[src/rtl/fft_ctrl.sv]
// Address sequencer for an in-place radix-2 DIT FFT: issues one butterfly's
// A/B/twiddle read addresses per cycle, with a drain gap between stages.
module fft_ctrl #(
    parameter int ADDR_SIZE    = 5,
    parameter int PIPE_LATENCY = 4
) (
    input  logic                 i_CLK,
    input  logic                 i_RST_N,
    input  logic                 i_start,
    input  logic                 i_abort,
    output logic [ADDR_SIZE-1:0] o_rdaddr_A,
    output logic [ADDR_SIZE-1:0] o_rdaddr_B,
    output logic [ADDR_SIZE-2:0] o_rdaddr_twiddle,
    output logic                 o_rd_en,
    output logic                 o_wr_en,
    output logic [ADDR_SIZE-1:0] o_stage,
    output logic                 o_busy,
    output logic                 o_done
);

    localparam int JW = ADDR_SIZE - 1;
    localparam int DW = $clog2(PIPE_LATENCY + 1);
    localparam logic [JW-1:0]        J_LAST     = {JW{1'b1}};
    localparam logic [ADDR_SIZE-1:0] S_LAST     = ADDR_SIZE'(ADDR_SIZE - 1);
    localparam logic [DW-1:0]        DRAIN_LOAD = DW'(PIPE_LATENCY);
    localparam logic [DW-1:0]        DRAIN_ONE  = DW'(1);

    // ST_ARM is the extra cycle between accepting i_start and the first read
    typedef enum logic [2:0] {
        ST_IDLE  = 3'd0,
        ST_ARM   = 3'd1,
        ST_RUN   = 3'd2,
        ST_DRAIN = 3'd3,
        ST_DONE  = 3'd4
    } state_t;

    state_t                  r_state_r, w_state_nxt_s;
    logic [ADDR_SIZE-1:0]    r_s_r, w_s_nxt_s;
    logic [JW-1:0]           r_j_r, w_j_nxt_s;
    logic [DW-1:0]           r_drain_r, w_drain_nxt_s;
    logic                    w_clear_s;
    logic [PIPE_LATENCY-1:0] r_wr_sr_r;

    logic [ADDR_SIZE-1:0]    w_span_s, w_jx_s, w_grp_s, w_pos_s, w_a_s, w_b_s;
    logic [JW-1:0]           w_tw_s;

    // Next-state and counter update for the stage/butterfly walk
    always_comb begin
        w_state_nxt_s = r_state_r;
        w_s_nxt_s     = r_s_r;
        w_j_nxt_s     = r_j_r;
        w_drain_nxt_s = r_drain_r;
        w_clear_s     = 1'b0;
        if (i_abort) begin
            w_state_nxt_s = ST_IDLE;
            w_s_nxt_s     = '0;
            w_j_nxt_s     = '0;
            w_drain_nxt_s = '0;
            w_clear_s     = 1'b1;
        end else begin
            case (r_state_r)
                ST_IDLE: begin
                    if (i_start) begin
                        w_state_nxt_s = ST_ARM;
                    end else begin
                        w_state_nxt_s = ST_IDLE;
                    end
                end
                ST_ARM: begin
                    w_state_nxt_s = ST_RUN;
                    w_s_nxt_s     = '0;
                    w_j_nxt_s     = '0;
                end
                ST_RUN: begin
                    if (r_j_r == J_LAST) begin
                        w_state_nxt_s = ST_DRAIN;
                        w_drain_nxt_s = DRAIN_LOAD;
                        w_j_nxt_s     = '0;
                    end else begin
                        w_j_nxt_s = r_j_r + JW'(1);
                    end
                end
                ST_DRAIN: begin
                    if (r_drain_r == DRAIN_ONE) begin
                        w_drain_nxt_s = '0;
                        if (r_s_r == S_LAST) begin
                            w_state_nxt_s = ST_DONE;
                        end else begin
                            w_state_nxt_s = ST_RUN;
                            w_s_nxt_s     = r_s_r + ADDR_SIZE'(1);
                        end
                    end else begin
                        w_drain_nxt_s = r_drain_r - DRAIN_ONE;
                    end
                end
                ST_DONE: begin
                    w_state_nxt_s = ST_IDLE;
                end
                default: begin
                    w_state_nxt_s = ST_IDLE;
                end
            endcase
        end
    end

    // Butterfly addresses for the upcoming (s, j): A has a 0 inserted at bit s
    always_comb begin
        w_span_s = ADDR_SIZE'(1) << w_s_nxt_s;
        w_jx_s   = {1'b0, w_j_nxt_s};
        w_grp_s  = w_jx_s >> w_s_nxt_s;
        w_pos_s  = w_jx_s & (w_span_s - ADDR_SIZE'(1));
        w_a_s    = (w_grp_s << (w_s_nxt_s + ADDR_SIZE'(1))) | w_pos_s;
        w_b_s    = w_a_s + w_span_s;
        w_tw_s   = w_pos_s[JW-1:0] << (S_LAST - w_s_nxt_s);
    end

    // State, counters and all registered outputs
    always_ff @(posedge i_CLK or negedge i_RST_N) begin
        if (!i_RST_N) begin
            r_state_r        <= ST_IDLE;
            r_s_r            <= '0;
            r_j_r            <= '0;
            r_drain_r        <= '0;
            r_wr_sr_r        <= '0;
            o_rdaddr_A       <= '0;
            o_rdaddr_B       <= '0;
            o_rdaddr_twiddle <= '0;
            o_rd_en          <= 1'b0;
            o_stage          <= '0;
            o_busy           <= 1'b0;
            o_done           <= 1'b0;
        end else begin
            r_state_r <= w_state_nxt_s;
            r_s_r     <= w_s_nxt_s;
            r_j_r     <= w_j_nxt_s;
            r_drain_r <= w_drain_nxt_s;
            o_rd_en   <= (w_state_nxt_s == ST_RUN);
            o_busy    <= (w_state_nxt_s == ST_RUN) || (w_state_nxt_s == ST_DRAIN);
            o_done    <= (w_state_nxt_s == ST_DONE);
            o_stage   <= w_s_nxt_s;
            if (w_state_nxt_s == ST_RUN) begin
                o_rdaddr_A       <= w_a_s;
                o_rdaddr_B       <= w_b_s;
                o_rdaddr_twiddle <= w_tw_s;
            end
            if (w_clear_s) begin
                r_wr_sr_r <= '0;
            end else begin
                r_wr_sr_r <= (r_wr_sr_r << 1'b1) | PIPE_LATENCY'(o_rd_en);
            end
        end
    end

    assign o_wr_en = r_wr_sr_r[PIPE_LATENCY-1];

endmodule

[config.mk]
export PLATFORM = sky130hd
export DESIGN_NAME = fft_ctrl
export DESIGN_NICKNAME = d
export VERILOG_FILES = /design/src/rtl/fft_ctrl.sv
export SDC_FILE = /design/constraint.sdc
export NUM_CORES = 1
export LEC_CHECK = 0
export CAP_MARGIN = 10
export CORE_MARGIN = 2
export CORE_UTILIZATION = 40
export DETAILED_ROUTE_END_ITERATION = 16
export GPL_TIMING_DRIVEN = 0
export SLEW_MARGIN = 40
export SYNTH_ARGS = -nofsm -noshare
export SYNTH_HDL_FRONTEND = slang
export SYNTH_SLANG_ARGS = --single-unit
[constraint.sdc]
create_clock -name i_CLK -period 4.54 [get_ports i_CLK]
set_input_delay 1.135 -clock i_CLK [delete_from_list [all_inputs] [get_ports i_CLK]]
set_output_delay 1.135 -clock i_CLK [all_outputs]
set_load 0.01 [all_outputs]
Word level (Yosys, flattened, before mapping)
Index checks and enable logic that the tools add are counted.
{ "word_totals": {"regBits": 36, "elab_cells": 58, "inputBits": 4, "mem_count": 0, "output_inout_bits": 23, "romBits": 0, "mem_bits_rw": 0, "latch_bits": 0} }
{ "classes": {"mux": 19, "n_lt_le_gt_ge": 0, "n_eq_ne": 10, "n_shift": 4, "n_mul": 0, "div_mod_pow": 0, "bitwise_logic": 3, "n_addsub": 7, "reduce_logical": 4} }
{ "op_table": {"columns": ["operator", "count"], "rows": [
  ["two-way mux 3 bit", 7],
  ["two-way mux 5 bit", 3],
  ["equality test 3 x 2 -> 1 bit, second input constant", 4],
  ["two-way mux 4 bit", 3],
  ["one-hot mux 3 bit (4 select lines)", 1],
  ["adder 5 x 1 -> 5 bit, second input constant", 2],
  ["one-hot mux 5 bit (2 select lines)", 1],
  ["one-hot mux 4 bit (2 select lines)", 1],
  ["equality test 3 x 1 -> 1 bit, second input constant", 2],
  ["one-hot mux 3 bit (2 select lines)", 1],
  ["adder 5 bit", 1],
  ["AND 4 x 5 -> 5 bit", 1],
  ["equality test 5 x 3 -> 1 bit, second input constant", 1],
  ["bitwise OR 5 bit", 1],
  ["<< shifter 1 x 5 -> 5 bit, first input constant", 1],
  ["<< shifter 4 x 5 -> 4 bit", 1],
  ["<< shifter 5 x 5 -> 5 bit", 1],
  ["right shift 4 x 5 -> 5 bit", 1],
  ["subtractor 3 x 5 -> 5 bit, first input constant", 1],
  ["subtractor 5 x 1 -> 5 bit, second input constant", 1],
  ["adder 4 x 1 -> 4 bit, second input constant", 1],
  ["equality test 4 bit, second input constant", 1],
  ["bitwise OR 4 x 1 -> 4 bit", 1],
  ["equality test 3 bit, second input constant", 1],
  ["other kinds (7)", 8]
]} }

Longest topological paths before layout
{ "depth": {"ltp_word": 10, "mapped_depth": 19, "depth_no_buf": 19} }

Least setup slack after synthesis
No wires, ideal clock.
{ "synth_timing": {"path_type": "input to register", "startpoint": "in i_abort", "endpoint": "reg o_rdaddr_B[4]", "path_stages": 16, "path_buffers": 2, "t_required_ps": 4416, "slack_ps": 382, "t_arrival_ps": 4034, "setup_time_ps": 124, "path_cell_list": "clkbuf_1 -> a31oi_2 -> inv_2 -> ha_1 -> clkbuf_1 -> o31ai_1 -> a22o_1 -> ha_1 -> inv_1 -> fa_1 -> inv_1 -> a21o_1 -> a21oi_1 -> xnor2_1 -> o211a_1 -> a211o_1"} }
{ "synth_between": {"elab_chain_cells": 6, "word_cells_on_any_way": 12, "classes_between": "3 x add/sub; 1 x eq/ne; 3 x shift; 3 x mux; 2 x bitwise"} }
{ "synth_rtl": {"columns": ["item", "line_no", "text"], "rows": [
  ["from (decl)", "10", "input logic i_abort,"],
  ["parallel branches: the longest is 4 deep, another holds adder 5 x 1 -> 5 bit", null, null],
  ["bitwise OR 5 bit (*)", "112", "w_a_s = (w_grp_s << (w_s_nxt_s + ADDR_SIZE'(1))) | w_pos_s;"],
  ["net w_a_s[0]", "44", "logic [ADDR_SIZE-1:0] w_span_s, w_jx_s, w_grp_s, w_pos_s, w_a_s, w_b_s;"],
  ["adder 5 bit (*)", "113", "w_b_s = w_a_s + w_span_s;"],
  ["to (signal assigned)", "143", "o_rdaddr_B <= w_b_s;"],
  ["to (decl)", "12", "output logic [ADDR_SIZE-1:0] o_rdaddr_B,"]
]} }
Mark *: on every way through the listed nets, which the timed path passes.
A chain may end at the register's enable or synchronous reset.

Worst setup path in the final report
Same ends and word-level chain as after synthesis.

==> flow_metrics.tcl <==
set metrics [dict create \
    hold_ws_ps 466 \
    ys.flop_type "dfrtp_1" \
    synth_edf_count 0 \
    rows 27 \
    root_buffer "clkbuf_8" \
    cp_data_arrival_time_ps 4510 \
    period_share 0.955 \
    rrSetupSlack_ps 430 \
    fin_crit_ps 4340 \
    vias 1938 \
    grt_pass1_wl_mm 8.97 \
    path_class "input port to flip-flop" \
    setup_viol 0 \
    hold_class "flip-flop to flip-flop" \
    dp_hpwl_mm 3.88 \
    outcome "complete, no violations" \
    syn_inst 250 \
    netlist_area_um2 2300 \
    clock_latency_ps 290 \
    seqCellArea_um2 901 \
    initial_core_util 0.415 \
    cap_violations 0 \
    slew-limit-headroom 0.609 \
    gp_congestion 0.898 \
    drive_gt1_frac 0.154 \
    portBuffers 26 \
    die_x_um 79.8 \
    antenna_cells 0 \
    yosysSeqAreaShare 0.392 \
    ys_warn_count 0 \
    fin_setup_tns_ps 0 \
    wl_mm 5.22 \
    detail-route-antenna-nets 0 \
    track_usage 0.180 \
    worst_ir_drop_vdd_uv 141 \
    firstDrtPassIters 4 \
    cts.sinks 36 \
    worstPathMaxFanout 13 \
    top_layer "met4" \
    avgSynthCellArea_um2 9.19 \
    hold_viol 0 \
    dpl_cell_area_um2 2670 \
    grt_pass1_vias 1970 \
    fin_worst_skew_ps 6.87 \
    synth-seq-cells 36 \
    cts_max_path_buffers 2 \
    htree_levels 2 \
    die-area_um2 6370 \
    overflow 0 \
    io_pins 27 \
    antenna_found_initial 0 \
    final_cell_count_no_fill 358 \
    cts_buffers 5 \
    wl_met1_mm 2.52 \
    drv_slew 0 \
    fin_ws_ps 204 \
    cts_tree "done" \
    leakage_nw 1.24 \
    wl_per_cell_um 14.6 \
    die_h_um 79.8 \
    syn_to_final_growth_pct 24.2 \
    worst_ep_required_time_ps 4710 \
    viasPerCell 5.41 \
    initialDrtViolationCount 80 \
    finalPower_mw 0.711 \
    syn_nets 267 \
    met3_wirelength_um 182 \
    ys_async_sr_fraction 1.00 \
    powerDensity_nw_per_um2 249 \
    place_ws_ps -589 \
    nNetsFinal 302 \
    placed_cells 349 \
    fin_area_um2 2850 \
    tightestPinTransition_ps 586 \
    grt_max_degree 21 \
    yosysUniqueCellTypes 59 \
    clk_pin_slew_ps 70 \
    fmax_mhz 231 \
    end_kind "flip-flop" \
    core_area_um2 5540 \
    rsz0062_at_grt "false" \
    multi_input_area_um2 1340 \
    drcViolationCount 0 \
    cp-start-kind "input port" \
    fillers 544 \
    wl_met2_mm 2.39 \
    fin_util 0.515 \
]
[layout make-up]
class | count | area share
plain buffers | 8 | 0.0136
flip-flops and latches | 36 | 0.316
clock inverters | 3 | 0.0149
well taps | 72 | 0.0316
clock buffers | 5 | 0.0241
multi-input cells | 185 | 0.470
inverters | 20 | 0.0263
repair buffers | 29 | 0.104
[final timing paths]
| kind | cells after the start | start | endpoint |
|---|---|---|---|
| max in group asynchronous | 2 | i_RST_N | o_rdaddr_B[1]$_DFFE_PN0P_ |
| setup / recovery | 15 | i_abort | o_rdaddr_B[4]$_DFFE_PN0P_ |
| setup reg to reg | 19 | r_s_r[0]$_DFF_PN0_ | o_rdaddr_B[4]$_DFFE_PN0P_ |
| hold / removal | 1 | r_wr_sr_r[0]$_DFF_PN0_ | r_wr_sr_r[1]$_DFF_PN0_ |
| min in group asynchronous | 1 | i_RST_N | r_drain_r[1]$_DFFE_PN0P_ |
| hold reg to reg | 1 | r_wr_sr_r[0]$_DFF_PN0_ | r_wr_sr_r[1]$_DFF_PN0_ |
[synth_stat cells (3+ instances only)]
cell type   n  share of area
nor2b_1     7          0.019
mux2i_1     3          0.013
o31ai_1     5          0.016
ha_1       12          0.065
a21o_1      4          0.013
nor3_1      3         0.0065
nand3_1     9          0.020
o21ai_0    16          0.035
nor2_1     13          0.021
o22ai_1     3         0.0082
dfrtp_1    36           0.39
nand2_1    33          0.054
mux2_2      4          0.020
buf_2       3         0.0065
clkbuf_1    6         0.0098
a21oi_1    13          0.028
nor4_1      5          0.014
nand2b_1    5          0.014
inv_1      17          0.028
xnor2_1     3          0.011
xor2_1      3          0.011
[power breakdown]
group	switching, mW	leakage [nW]	internal, mW
sequential	0.00878	0.491	0.333
combinational	0.0511	0.699	0.0391
clock	0.116	0.0541	0.162
total	0.176	1.24	0.535
[metal layers]
layer,GRT usage,vias to the layer above
li1,-,970
met1,0.239,917
met2,0.285,40
met3,0.0351,11
met4,0.0780,0
met5,0,-
[sequential cells by signal (all words and copies together) (netlist names)]
name	count
o_rdaddr_A	5
o_rdaddr_B	5
r_s_r	5
o_rdaddr_twiddle	4
r_j_r	4
r_wr_sr_r	4
r_drain_r	3
r_state_r	3
o_busy	1
o_done	1
o_rd_en	1
[cells in the final DEF, fill, tap and decap left out, drive strengths merged, types with 4 or more instances in the layout]
master / Yosys / routed
ha: 12 / 12
clkdlybuf4s50: 0 / 25
buf: 3 / 7
nand2b: 6 / 6
nor2b: 7 / 7
nand2: 33 / 33
o31ai: 5 / 5
dfrtp: 36 / 36
nand3: 10 / 10
nor4: 6 / 6
nor3: 4 / 4
clkbuf: 6 / 10
a21o: 4 / 4
nor2: 13 / 13
a21oi: 15 / 15
mux2: 4 / 4
o21ai: 17 / 17
inv: 19 / 19
[logic make-up (layout without fill, tap and decap cells)]
logic type	count (synthesis)	count (layout)	share of synthesized area
simple gates	95	95	0.230
compound gates	64	64	0.199
flops	36	36	0.392
buf+inv	29	65	0.0490
fa+ha+maj	13	13	0.0740
mux	7	7	0.0327
xor+xnor	6	6	0.0229
[critical path, cell delays in order]
cell	delay, ps
clkdlybuf4s50_1	420
clkbuf_4	220
a31oi_4	230
inv_2	150
ha_4	380
inv_1	160
xnor2_1	180
o22ai_1	120
a22o_1	280
ha_1	330
a21o_1	200
a21oi_1	190
xnor2_1	120
o211a_1	140
a211o_1	260
[what timing repair did]
| item | 4_1_cts | 5_1_grt |
|---|---|---|
| resized for setup | 3 | 13 |
| buffers inserted | 2 | 0 |
| setup endpoints to repair | 1 | 2 |
| hold buffers | 0 | 0 |
(Power assumes the default switching activity.)
